--- config.mk ---
export PLATFORM = sky130hd
export DESIGN_NAME = vector_register_reader_flat
export DESIGN_NICKNAME = d
export VERILOG_FILES = /design/src/rtl/vector_register_reader_if.sv /design/src/rtl/vector_register_reader.sv /design/src/flat_wrapper.sv
export SDC_FILE = /design/constraint.sdc
export NUM_CORES = 1
export LEC_CHECK = 0
export ABC_AREA = 1
export CAP_MARGIN = 20
export CORE_MARGIN = 2
export CORE_UTILIZATION = 46
export CTS_CLUSTER_SIZE = 14
export DETAILED_ROUTE_END_ITERATION = 7
export PLACE_DENSITY = 0.82
export SLEW_MARGIN = 20
export SYNTH_ARGS = -nofsm -noshare
export SYNTH_HDL_FRONTEND = slang
export SYNTH_SLANG_ARGS = --single-unit
--- constraint.sdc ---
create_clock -name clk -period 2 [get_ports clk]
set_clock_uncertainty 0.2 [all_clocks]
set_input_delay 0.4 -clock clk [delete_from_list [all_inputs] [get_ports clk]]
set_output_delay 0.4 -clock clk [all_outputs]
set_load 0.01 [all_outputs]
--- src/rtl/vector_register_reader_if.sv ---
// Element stream from the vector register reader to a scalar consumer.
// The reader drives the element fields; the consumer answers with elem_ready.
interface vector_register_reader_if #(
   parameter int unsigned WIDTH = 4,
   parameter int unsigned LANES = 2
);
   localparam int unsigned IDXW = (LANES > 1) ? $clog2(LANES) : 1;

   logic [WIDTH-1:0] elem_out;
   logic [IDXW-1:0]  elem_idx;
   logic             elem_valid;
   logic             elem_ready;
   logic             elem_last;

   modport master (
      output elem_out,
      output elem_idx,
      output elem_valid,
      output elem_last,
      input  elem_ready
   );

   modport slave (
      input  elem_out,
      input  elem_idx,
      input  elem_valid,
      input  elem_last,
      output elem_ready
   );
endinterface

--- src/rtl/vector_register_reader.sv ---
// Snapshots a packed vector on start and streams it one element per handshake.
// Define VECTOR_READER_REVERSE_EN to stream from lane LANES-1 down to lane 0.
module vector_register_reader #(
   parameter int unsigned WIDTH = 4,
   parameter int unsigned LANES = 2
) (
   input  logic                        clk,
   input  logic                        rst,
   input  logic                        start,
   input  logic [LANES-1:0][WIDTH-1:0] vec_in,
   output logic                        busy,
   output logic                        done,
   vector_register_reader_if.master    stream
);
   localparam int unsigned IDXW = (LANES > 1) ? $clog2(LANES) : 1;

`ifdef VECTOR_READER_REVERSE_EN
   localparam logic [IDXW-1:0] FIRST_IDX = IDXW'(LANES - 1);
   localparam logic [IDXW-1:0] END_IDX   = IDXW'(0);
`else
   localparam logic [IDXW-1:0] FIRST_IDX = IDXW'(0);
   localparam logic [IDXW-1:0] END_IDX   = IDXW'(LANES - 1);
`endif

   typedef enum logic [1:0] {
      IDLE = 2'd0,
      SEND = 2'd1,
      DONE = 2'd2
   } state_t;

   state_t                      state_q, state_d;
   logic [LANES-1:0][WIDTH-1:0] snap_q, snap_d;
   logic [IDXW-1:0]             idx_q, idx_d;
   logic                        busy_d, done_d, valid_d, last_d;
   logic [WIDTH-1:0]            out_d;
   logic [IDXW-1:0]             eidx_d;

   // State, snapshot and registered outputs
   always_ff @(posedge clk) begin
      if (rst) begin
         state_q           <= IDLE;
         snap_q            <= '0;
         idx_q             <= '0;
         busy              <= 1'b0;
         done              <= 1'b0;
         stream.elem_valid <= 1'b0;
         stream.elem_last  <= 1'b0;
         stream.elem_out   <= '0;
         stream.elem_idx   <= '0;
      end else begin
         state_q           <= state_d;
         snap_q            <= snap_d;
         idx_q             <= idx_d;
         busy              <= busy_d;
         done              <= done_d;
         stream.elem_valid <= valid_d;
         stream.elem_last  <= last_d;
         stream.elem_out   <= out_d;
         stream.elem_idx   <= eidx_d;
      end
   end

   // Next state and next output values; element fields hold unless a handshake occurs
   always_comb begin
      state_d = state_q;
      snap_d  = snap_q;
      idx_d   = idx_q;
      busy_d  = busy;
      done_d  = 1'b0;
      valid_d = stream.elem_valid;
      last_d  = stream.elem_last;
      out_d   = stream.elem_out;
      eidx_d  = stream.elem_idx;

      case (state_q)
         IDLE: begin
            if (start) begin
               state_d = SEND;
               snap_d  = vec_in;
               idx_d   = FIRST_IDX;
               busy_d  = 1'b1;
               valid_d = 1'b1;
               out_d   = vec_in[FIRST_IDX];
               eidx_d  = FIRST_IDX;
               last_d  = (FIRST_IDX == END_IDX);
            end
         end
         SEND: begin
            if (stream.elem_ready) begin
               if (idx_q == END_IDX) begin
                  state_d = DONE;
                  busy_d  = 1'b0;
                  done_d  = 1'b1;
                  valid_d = 1'b0;
                  last_d  = 1'b0;
                  out_d   = '0;
                  eidx_d  = '0;
               end else begin
`ifdef VECTOR_READER_REVERSE_EN
                  idx_d = idx_q - IDXW'(1);
`else
                  idx_d = idx_q + IDXW'(1);
`endif
                  out_d  = snap_q[idx_d];
                  eidx_d = idx_d;
                  last_d = (idx_d == END_IDX);
               end
            end
         end
         DONE: begin
            state_d = IDLE;
            busy_d  = 1'b0;
            valid_d = 1'b0;
            last_d  = 1'b0;
            out_d   = '0;
            eidx_d  = '0;
         end
         default: begin
            state_d = IDLE;
         end
      endcase
   end
endmodule

--- src/flat_wrapper.sv ---
// flat-port wrapper written by rule: the top's interface ports become plain ports
module vector_register_reader_flat 
#(
   parameter int unsigned WIDTH = 4,
   parameter int unsigned LANES = 2
)
  (clk, rst, start, vec_in, busy, done, stream_elem_out, stream_elem_idx, stream_elem_valid, stream_elem_last, stream_elem_ready);
  vector_register_reader_if #(.WIDTH(WIDTH), .LANES(LANES)) stream_i ();
  input  logic clk;
  input  logic rst;
  input  logic start;
  input  logic [LANES-1:0][WIDTH-1:0] vec_in;
  output logic busy;
  output logic done;
  output wire logic [$bits(stream_i.elem_out)-1:0] stream_elem_out;
  output wire logic [$bits(stream_i.elem_idx)-1:0] stream_elem_idx;
  output wire logic [$bits(stream_i.elem_valid)-1:0] stream_elem_valid;
  output wire logic [$bits(stream_i.elem_last)-1:0] stream_elem_last;
  input wire logic [$bits(stream_i.elem_ready)-1:0] stream_elem_ready;
  assign stream_elem_out = stream_i.elem_out;
  assign stream_elem_idx = stream_i.elem_idx;
  assign stream_elem_valid = stream_i.elem_valid;
  assign stream_elem_last = stream_i.elem_last;
  assign stream_i.elem_ready = stream_elem_ready;
  vector_register_reader #(.WIDTH(WIDTH), .LANES(LANES)) u_core (.clk(clk), .rst(rst), .start(start), .vec_in(vec_in), .busy(busy), .done(done), .stream(stream_i));
endmodule
; After elaboration in Yosys (flattened, before gate mapping)
; Cells that the tools add are included.
[word_totals]
register_bits = 18
elab_cells = 48
[op_classes]
n_addsub = 1
magnitude_cmp = 1
n_eq_ne = 5
mux = 22
bitwise_logic = 2
reduce_logical = 9
[ops]
columns = operator, n
row1 = 2-to-1 mux 4 bit, 5
row2 = case mux 4 bit (3 select lines), 1
row3 = 2-to-1 mux 1 bit, 9
row4 = AND reduction 3 bit, 3
row5 = 2-to-1 mux 2 bit, 3
row6 = case mux 1 bit (3 select lines), 2
row7 = inequality test 2 bit (second input constant), 2
row8 = case mux 2 bit (2 select lines), 1
row9 = AND reduction 4 bit, 1
row10 = nonzero test 3 bit, 1
row11 = OR reduction 3 bit, 1
row12 = == test 2 x 1 -> 1 bit (second input constant), 1
row13 = == test 2 bit (second input constant), 1
row14 = zero test 2 bit, 1
row15 = less-than comparator 1 x 2 -> 1 bit (second input constant), 1
row16 = inequality test 2 x 1 -> 1 bit (second input constant), 1
row17 = NOT 1 bit, 2
row18 = case mux 1 bit (2 select lines), 1
row19 = AND reduction 2 bit, 1
row20 = nonzero test 2 bit, 1
row21 = adder 1 bit (second input constant), 1

; Logic depth before layout (Yosys ltp)
; Gate-level depths: netlist of the first run.
[logic_depth]
word_depth = 6
ltp_mapped = 8
ltp_nobuf = 8

; Worst setup path after synthesis of the first run
; No wires, ideal clock.
[synth_timing]
path_type = register to register
from = register u_core.state_q[0]
to = register u_core.stream.elem_out[0]
setup_ns = 0.113
arrival_ns = 1.095
required_ns = 1.687
path_slack_ns = 0.592
stages_incl_launch_ff = 8
synth_period_minus_slack_ns = 1.408
cell_sequence = dfxtp_1 > inv_1 > ha_1 > inv_1 > nand2_1 > nand2_1 > nor2_1 > nor2_1
[synth_between]
elab_chain_len = 3
elab_cells_between_ends = 8
classes_between = eq/ne: 4 / mux: 1 / reduce/logical: 3
[synth_rtl]
columns = element, line
row1 = "start, declared", vector_register_reader.sv:31  ; state_t state_q, state_d;
row2 = "start signal, assigned", vector_register_reader.sv:51  ; state_q <= state_d;
row3 = "== test 2 x 1 -> 1 bit, or another cell as far along", vector_register_reader.sv:75  ; case (state_q)
row4 = inequality test 2 bit (no line) / nonzero test 3 bit (equally long branches), n/a
row5 = AND reduction 3 bit (no line), n/a
row6 = "end signal, assigned", vector_register_reader.sv:58  ; stream.elem_out <= out_d;
row7 = "end, declared", vector_register_reader_if.sv:16  ; output elem_out,
; Several ways; a longest one is shown, not always the timed one.
; A chain may end at the register's enable or synchronous reset.

==> results of run 1 <==
## layout by cell type (no fill, tap or decap)
cell type	count
nand3b_4	1
nand4_1	4
nand3_1	2
nand2_1	26
a21oi_1	3
clkdlybuf4s50_1	20
ha_1	5
nand3_2	2
clkbuf_8	1
nand2_4	1
inv_1	15
dfxtp_1	14
o21ai_0	5
inv_2	2
clkbuf_4	3
nand2_2	3
nor2_1	24
## where the power goes
group / internal, mW / switching (mW)
Clock: 0.111 / 0.0902
Combinational: 0.346 / 0.411
Sequential: 0.387 / 0.0588
## stage by stage
stage | utilization | area, um2
after floorplan | - | 768
after global placement | 0.623 | 960
after detailed placement | 0.623 | 960
after CTS | 0.646 | 996
after global routing | 0.646 | 996
final | 0.646 | 996
## logic make-up after synthesis
logic type / synth area share
buf+inv: 0.121
flops: 0.365
compound gates: 0.0521
fa+ha+maj: 0.0814
simple gates: 0.381
## cells in the mapped netlist (all sizes together)
cell     n  area share
nand3b   1       0.026
clkbuf   1       0.018
inv     17       0.083
nand2   30        0.17
nand4    4       0.033
dfxtp   14        0.36
nand3    4       0.039
buf      2       0.020
ha       5       0.081
o21ai    5       0.033
a21oi    3       0.020
nor2    24        0.12
## worst register-to-register path, stage by stage, from the launching register on
cell     delay (ns)
dfxtp_1        0.39
inv_1          0.09
ha_1           0.41
inv_1          0.11
nand2_1        0.07
nand2_1        0.05
nor2_1         0.08
nor2_1         0.05
## final timing paths
path	end	slack, ns	depth (start not counted)
worst min register to register	u_core.snap_q[7]	0.30	2
worst max-delay path	busy	0.23	1
worst max register to register	u_core.stream.elem_out[3]	0.44	7
worst min-delay path	u_core.snap_q[7]	0.30	2
## routing by layer
| layer | GRT usage | share of wire | wire [um] | vias to the layer above |
|---|---|---|---|---|
| met3 | 0.0360 | 0.040 | 52 | 4 |
| met2 | 0.261 | 0.46 | 597 | 15 |
| met1 | 0.178 | 0.47 | 612 | 284 |
| met4 | 0.106 | 0.022 | 29 | 0 |
| li1 | - | - | - | 377 |
| met5 | 0 | 0 | 0 | - |
## flip-flops by register name (all words and copies together) (netlist names)
signal	cells
u_core.state_q	2
u_core.stream.elem_valid	1
u_core.stream.elem_idx	1
u_core.done	1
u_core.snap_q	4
u_core.stream.elem_out	4
u_core.idx_q	1
## area by class of cell
cell class | count | area, um2 | area share
multi-input combinational | 76 | 395 | 0.397
sequential | 14 | 280 | 0.281
inverter | 17 | 63.8 | 0.0641
timing repair buffer | 20 | 200 | 0.201
clock buffer | 4 | 36.3 | 0.0364
tap | 16 | 20.0 | 0.0201
==> out/results.tsv, run 1 <==
metric	value	unit
cts_setup_buffers	0	
yosys_warnings	0	
startpoint	u_core.stream.elem_valid	
clk-insertion-delay-late	0.28	ns
hold_viol	0	
cts_hold_buf	0	
ys_seq_area_frac	0.365	
cts_tree	built	
coreArea	1540	um2
dp_worst_setup_slack	0.305	ns
gr-total-overflow	0	
floorplan.initialDensity	0.498	
cts-htree-levels	1	
syn2layout_area_growth	29.6	%
drt_iter0_drc	8	
fin_nets	149	
worst_path_dominant_cell_family	buffers and inverters	
placed_cells	143	
status	finished, final reports clean	
min-delay-start	u_core.snap_q[7]	
port_buffers	20	
drive_above_1_share	0.0992	
leakagePower	0.494	nW
period_needed	1.77	ns
numCtsBuffers	3	
setup_ws	0.227	ns
routed_via_density	4.63	
end_kind	output pin	
die_w	44.9	um
synth_area_per_cell	6.98	um2
io_pins	21	
syn_inst	110	
yosys_register_bits	14	
drc_errors	0	
cts_max_path_buffers	2	
cts_root_buffer	clkbuf_4	
tightest_slew	0.356	ns
cts_sinks	14	
maxCapViolations	0	
hold_ws	0.297	ns
drtPass1Iterations	4	
cellPowerDensity	1410	nW/um2
routed_wl	1290	um
rsz0062_at_grt	false	
gp_congestion	0.769	
final_antenna_net_count	0	
min_period_over_period	0.886	
setup_viol	0	
r2r-start	u_core.state_q[0]	
worst-path-buf-inv	1	
track_usage	0.157	
hpwlAfterDp	1040	um
grt_pass1_vias	589	
grt_pass1_wl	2270	um
ys_types	16	
synthesis.area	768	um2
vias	680	
crit_type	reg -> out	
p_total	1.40	mW
fillers	136	
peakVddDrop	0.000706	V
die_area	2010	um2
hold_class	reg -> reg	
grt_max_degree	15	
maxSlewHeadroom	0.763	
die_y	44.9	um
final_max_slew_viol_count	0	
clk_pin_slew_worst_paths	0.08	ns
arrival	1.17	ns
cp.required	1.40	ns
post_cts_resized	0	
syn-num-nets	127	
critPathSlowestCell	clkdlybuf4s50_1	
cp_max_fo	3	
crit_path_start_kind	register	
finalSetupTns	0	ns
max_freq	564	MHz
rows	14	
antenna_cells	0	
max_stage_delay	0.54	ns
fin_cells	147	
crit_chain	clkdlybuf4s50_1	
antenna_found_initial	0	
wl_per_cell	8.79	um
(Power assumes the default switching activity.)
==> inputs of run 2 (changes only) <==
--- a/config.mk
+++ b/config.mk
@@ -6,7 +6,6 @@
 export NUM_CORES = 1
 export LEC_CHECK = 0
 export ABC_AREA = 1
-export CAP_MARGIN = 20
 export CORE_MARGIN = 2
 export CORE_UTILIZATION = 46
 export CTS_CLUSTER_SIZE = 14
==> results of run 2 <==
Same layout as run 1: the final DEF is identical, and so are final timing and power.
